<file path="config.mk">
export PLATFORM = sky130hd
export DESIGN_NAME = truth_table_sweeper_flat
export DESIGN_NICKNAME = d
export VERILOG_FILES = /design/src/rtl/truth_table_sweeper_if.sv /design/src/rtl/truth_table_sweeper.sv /design/src/flat_wrapper.sv
export SDC_FILE = /design/constraint.sdc
export NUM_CORES = 1
export LEC_CHECK = 0
export ABC_CLOCK_PERIOD_IN_PS = 2850
export CAP_MARGIN = 40
export CORE_MARGIN = 1.5
export CORE_UTILIZATION = 50
export CTS_CLUSTER_DIAMETER = 60
export CTS_CLUSTER_SIZE = 16
export DETAILED_ROUTE_END_ITERATION = 6
export PLACE_DENSITY = 0.79
export SETUP_SLACK_MARGIN = 0.3
export SLEW_MARGIN = 20
export SYNTH_ARGS = -nofsm -noshare
export SYNTH_HDL_FRONTEND = slang
export SYNTH_SLANG_ARGS = --single-unit
export TNS_END_PERCENT = 5
</file>
<file path="constraint.sdc">
create_clock -name clk -period 2.85 [get_ports clk]
set_input_delay 0.57 -clock clk [delete_from_list [all_inputs] [get_ports clk]]
set_output_delay 0.57 -clock clk [all_outputs]
set_load 0.03 [all_outputs]
</file>
<file path="src/rtl/truth_table_sweeper_if.sv">
// Stimulus/response bundle between the sweeper and the two implementations it compares.
// master drives start and the implementation outputs; slave is the sweeper itself.
interface truth_table_sweeper_if;
    logic       i_start;
    logic [4:0] i_y_dknf;
    logic [4:0] i_y_ddnf;
    logic [7:0] o_x;
    logic       o_busy;
    logic       o_done;
    logic       o_error;
    logic [8:0] o_err_cnt;
    logic [7:0] o_first_x;
    logic [4:0] o_first_dknf;
    logic [4:0] o_first_ddnf;

    modport master (
        output i_start, i_y_dknf, i_y_ddnf,
        input  o_x, o_busy, o_done, o_error, o_err_cnt, o_first_x, o_first_dknf, o_first_ddnf
    );

    modport slave (
        input  i_start, i_y_dknf, i_y_ddnf,
        output o_x, o_busy, o_done, o_error, o_err_cnt, o_first_x, o_first_dknf, o_first_ddnf
    );
endinterface

</file>
<file path="src/rtl/truth_table_sweeper.sv">
// Walks o_x through all 256 input vectors, lets both implementations settle, and
// compares their 5-bit outputs, recording the mismatch count and the first failure.
module truth_table_sweeper #(
    parameter int SETTLE_CYC  = 2,
    parameter int STOP_ON_ERR = 0
) (
    input logic                  clk,
    input logic                  rst,
    truth_table_sweeper_if.slave bus
);
    typedef enum logic [1:0] {IDLE, SETTLE, COMPARE, DONE} state_e;

    localparam logic [3:0] RELOAD = 4'(SETTLE_CYC - 1);

    state_e     state_q;
    logic [3:0] settle_q;
    logic [7:0] x_q;
    logic       busy_q;
    logic       done_q;
    logic       error_q;
    logic [8:0] err_cnt_q;
    logic [8:0] err_cnt_d;
    logic [7:0] first_x_q;
    logic [4:0] first_dknf_q;
    logic [4:0] first_ddnf_q;
    logic       mismatch;

    assign mismatch  = (bus.i_y_dknf != bus.i_y_ddnf);
    assign err_cnt_d = (err_cnt_q == 9'd256) ? err_cnt_q : err_cnt_q + 9'd1;

    always_ff @(posedge clk or posedge rst) begin
        if (rst) begin
            state_q      <= IDLE;
            settle_q     <= '0;
            x_q          <= '0;
            busy_q       <= 1'b0;
            done_q       <= 1'b0;
            error_q      <= 1'b0;
            err_cnt_q    <= '0;
            first_x_q    <= '0;
            first_dknf_q <= '0;
            first_ddnf_q <= '0;
        end else begin
            case (state_q)
                IDLE, DONE: begin
                    if (bus.i_start) begin
                        state_q      <= SETTLE;
                        settle_q     <= RELOAD;
                        x_q          <= '0;
                        busy_q       <= 1'b1;
                        done_q       <= 1'b0;
                        error_q      <= 1'b0;
                        err_cnt_q    <= '0;
                        first_x_q    <= '0;
                        first_dknf_q <= '0;
                        first_ddnf_q <= '0;
                    end
                end
                SETTLE: begin
                    if (settle_q == 4'd0) state_q <= COMPARE;
                    else                  settle_q <= settle_q - 4'd1;
                end
                COMPARE: begin
                    if (mismatch) begin
                        err_cnt_q <= err_cnt_d;
                        error_q   <= 1'b1;
                        // Only the first failing vector of a sweep is kept for debug.
                        if (err_cnt_q == 9'd0) begin
                            first_x_q    <= x_q;
                            first_dknf_q <= bus.i_y_dknf;
                            first_ddnf_q <= bus.i_y_ddnf;
                        end
                    end
                    if (x_q == 8'hFF || (STOP_ON_ERR != 0 && mismatch)) begin
                        state_q <= DONE;
                        busy_q  <= 1'b0;
                        done_q  <= 1'b1;
                    end else begin
                        state_q  <= SETTLE;
                        settle_q <= RELOAD;
                        x_q      <= x_q + 8'd1;
                    end
                end
                default: state_q <= IDLE;
            endcase
        end
    end

    assign bus.o_x          = x_q;
    assign bus.o_busy       = busy_q;
    assign bus.o_done       = done_q;
    assign bus.o_error      = error_q;
    assign bus.o_err_cnt    = err_cnt_q;
    assign bus.o_first_x    = first_x_q;
    assign bus.o_first_dknf = first_dknf_q;
    assign bus.o_first_ddnf = first_ddnf_q;
endmodule

</file>
<file path="src/flat_wrapper.sv">
// flat-port wrapper written by rule: the top's interface ports become plain ports
module truth_table_sweeper_flat 
#(
    parameter int SETTLE_CYC  = 2,
    parameter int STOP_ON_ERR = 0
)
  (clk, rst, bus_i_start, bus_i_y_dknf, bus_i_y_ddnf, bus_o_x, bus_o_busy, bus_o_done, bus_o_error, bus_o_err_cnt, bus_o_first_x, bus_o_first_dknf, bus_o_first_ddnf);
  truth_table_sweeper_if bus_i ();
  input logic clk;
  input logic rst;
  input wire logic [$bits(bus_i.i_start)-1:0] bus_i_start;
  input wire logic [$bits(bus_i.i_y_dknf)-1:0] bus_i_y_dknf;
  input wire logic [$bits(bus_i.i_y_ddnf)-1:0] bus_i_y_ddnf;
  output wire logic [$bits(bus_i.o_x)-1:0] bus_o_x;
  output wire logic [$bits(bus_i.o_busy)-1:0] bus_o_busy;
  output wire logic [$bits(bus_i.o_done)-1:0] bus_o_done;
  output wire logic [$bits(bus_i.o_error)-1:0] bus_o_error;
  output wire logic [$bits(bus_i.o_err_cnt)-1:0] bus_o_err_cnt;
  output wire logic [$bits(bus_i.o_first_x)-1:0] bus_o_first_x;
  output wire logic [$bits(bus_i.o_first_dknf)-1:0] bus_o_first_dknf;
  output wire logic [$bits(bus_i.o_first_ddnf)-1:0] bus_o_first_ddnf;
  assign bus_i.i_start = bus_i_start;
  assign bus_i.i_y_dknf = bus_i_y_dknf;
  assign bus_i.i_y_ddnf = bus_i_y_ddnf;
  assign bus_o_x = bus_i.o_x;
  assign bus_o_busy = bus_i.o_busy;
  assign bus_o_done = bus_i.o_done;
  assign bus_o_error = bus_i.o_error;
  assign bus_o_err_cnt = bus_i.o_err_cnt;
  assign bus_o_first_x = bus_i.o_first_x;
  assign bus_o_first_dknf = bus_i.o_first_dknf;
  assign bus_o_first_ddnf = bus_i.o_first_ddnf;
  truth_table_sweeper #(.SETTLE_CYC(SETTLE_CYC), .STOP_ON_ERR(STOP_ON_ERR)) u_core (.clk(clk), .rst(rst), .bus(bus_i));
endmodule
</file>
==> flow_summary.yaml <==
run_status:
  status: "complete, no violations"
grt:
  grt_pass1_vias: 1796
  grt_pass1_wl_um: 8540
  grt.total_usage: 0.213
  grt_overflow_total: 0
  grt_max_degree: 26
  antenna_found_initial: 0
worst_setup_path:
  critPathMaxFanout: 18
  worst-setup-path-type: "reg2reg"
  start_kind: "register"
  crit_slowest_cell: "dfrtp_1"
  cp.required_ns: 3.04
  crit_buf_inv: 2
  r2r_cells: 8
  cpLargestDelayFamily: "compound AO/OA/AOI/OAI gates"
  path_depth: 8
  crit_arrival_ns: 2.53
  slowest_delay_ns: 0.38
  path_cells: "inv_1, ha_1, nand2b_1, o21ai_2, a31o_2, a21o_1, buf_4, a22o_1"
  end_kind: "register"
yosys:
  synthDistinctLibCells: 45
  ys_ff_latch: 44
  yosys.area.top_type: "dfrtp_1"
  syn-instance-count: 229
  synthTopCellsByCount: "dfrtp_1, nand2_1, nand3_1"
  synth_edf_count: 0
  yosys_warnings: 0
  synth_area_per_cell_um2: 10.2
  synth_area_leaders: "dfrtp_1, a22o_1, nand3_1"
  synthFlopType: "dfrtp_1"
  synth_top_area_frac: 0.473
  syn_area_um2: 2330
  yosysMostFrequentCell: "dfrtp_1"
  synth_fp_nets: 250
  async_flop_share: 1.00
  synth-seq-area-share: 0.473
detailed_routing:
  wl_per_cell_um: 15.5
  final_antenna_net_count: 0
  avgViaCountPerCell: 5.78
  routed_wl_um: 5180
  first_iter_violations: 119
  dr.pass1.iters: 4
  vias: 1924
  drcViolationCount: 0
power:
  power.internal_mw: 1.53
  p_leak_nw: 1.33
  p_sw_mw: 1.04
  combPwrFrac: 0.464
  peakVddDrop_mv: 0.544
  p_per_area_nw_per_um2: 860
  sw_frac_of_total: 0.404
  seq_power_share: 0.319
  pwr-share-clk: 0.217
  total_power_mw: 2.57
clock_network:
  hold_buffers: 0
  max-clock-path-buffers: 2
  clk_latency_ns: 0.30
  cts_setup_buffers: 0
  root_buffer: "clkbuf_8"
  clkTransAtPathRegs_ns: 0.09
  cts.sinks: 44
  cts_buffers: 5
  cts-resized-gates: 0
  h-tree-depth: 2
  cts_tree: "built"
placement:
  dp_slack_ns: 0.197
  dp_hpwl_um: 3750
  port_buffers: 50
  gp_congestion: 0.858
sta:
  hold_viol: 0
  worstMarginPinSlew_ns: 0.386
  setup_viol: 0
  grt_setup_unrepaired: "no"
  finalCritPeriodShare: 0.821
  report.final.slew_viol_count: 0
  tns_ns: 0
  finClkSkew_ns: 0.00945
  min_period_ns: 2.34
  slew_headroom: 0.741
  worst_hold_slack_ns: 0.478
  fmax_mhz: 428
  worst_slack_ns: 0.511
die:
  ioPinCount: 51
  core_area_um2: 4410
  initial_core_util: 0.527
  fp.dieArea_um2: 5070
  die_h_um: 71.2
  rows: 24
  die_x_um: 71.2
worst_hold_path:
  hold_path.class: "in2async"
run:
  maxCapViolations: 0
cells_and_area:
  nets: 302
  n_fill_cell: 358
  antenna_cells: 0
  final_core_util: 0.678
  drive_above_1_share: 0.0819
  syn_to_final_growth_pct: 28.6
## power by group through the flow
| stage | Clock (mW) | Sequential [mW] | Combinational, mW |
|---|---|---|---|
| floorplan | 0 | 0.961 | 0.753 |
| global placement | 0 | 0.829 | 1.16 |
| detailed placement | 0 | 0.832 | 1.19 |
| CTS | 0.564 | 0.822 | 1.19 |
| global route | 0.584 | 0.839 | 1.31 |
| finish | 0.558 | 0.822 | 1.19 |
## through the flow
stage / cell area, um^2 / instances
finish: 2990 / 333
CTS: 2980 / 332
global route: 2990 / 333
detailed placement: 2850 / 325
floorplan: 2330 / 229
global placement: 2850 / 325
## state kept, by name (all words and copies together), names as in the netlist
name	flops
u_core.bus.o_first_x	8
u_core.settle_q	4
u_core.bus.o_x	8
u_core.bus.o_error	1
u_core.bus.o_err_cnt	9
u_core.bus.o_first_dknf	5
u_core.bus.o_busy	1
u_core.state_q	2
u_core.bus.o_first_ddnf	5
u_core.bus.o_done	1
## path summary, 6_finish.rpt
| check | from | slack [ns] | to |
|---|---|---|---|
| worst max-delay path | u_core.state_q[0] | 0.51 | u_core.bus.o_first_ddnf[2] |
| worst min-delay path | rst | 0.48 | u_core.settle_q[3] |
| max in group asynchronous | rst | 1.79 | u_core.bus.o_x[1] |
| worst max register to register | u_core.state_q[0] | 0.51 | u_core.bus.o_first_ddnf[2] |
| worst min register to register | u_core.bus.o_first_x[7] | 0.48 | u_core.bus.o_first_x[7] |
| min in group clk | u_core.bus.o_first_x[7] | 0.48 | u_core.bus.o_first_x[7] |
## layer usage
| metal | wire length, um | global-route usage |
|---|---|---|
| met4 | 65 | 0.0650 |
| met3 | 249 | 0.0506 |
| met5 | 0 | 0 |
| met1 | 2370 | 0.276 |
| met2 | 2490 | 0.355 |
## worst register-to-register path, cell delays in order, from the launching register on
cell	delay, ns
dfrtp_1	0.38
inv_1	0.07
ha_1	0.38
nand2b_1	0.29
o21ai_2	0.16
a31o_2	0.33
a21o_1	0.18
buf_4	0.19
a22o_1	0.25
## layout by cell type (no fill, tap or decap), types with 2 or more instances in the layout
master and instances:
bufinv_16 2, inv_1 7, nand4b_1 3, clkdlybuf4s50_1 50
xor2_1 5, and3_1 3, nand2_1 24, clkbuf_8 5
nand4_1 2, o22ai_1 3, o211ai_1 2, nor3_1 5
o21ai_1 2, buf_4 6, dfrtp_1 44, nand3_1 24
nor2_1 7, o21ai_0 12, a21oi_1 8, a21o_1 5
mux2i_1 3, ha_1 8, or4b_1 3, a22o_1 19
nand2b_1 4, nand3b_1 3
## logic make-up after synthesis
family	share of synthesized area
multiplexers	0.0129
XOR/XNOR	0.0188
adder cells (fa/ha/maj)	0.0430
flip-flops	0.473
AND/OR/NAND/NOR	0.220
buffers and inverters	0.0495
AO/OA/AOI/OAI	0.182
## final cells by class
| cell class | count | area [um^2] | share of cell area |
|---|---|---|---|
| tap | 52 | 65.1 | 0.0217 |
| clock buffer | 5 | 68.8 | 0.0230 |
| timing repair buffer | 57 | 557 | 0.186 |
| multi-input combinational | 165 | 1110 | 0.371 |
| clock inverter | 2 | 60.1 | 0.0201 |
| inverter | 8 | 30.0 | 0.0100 |
| sequential | 44 | 1100 | 0.368 |
Power figures use the tool's default switching activity.
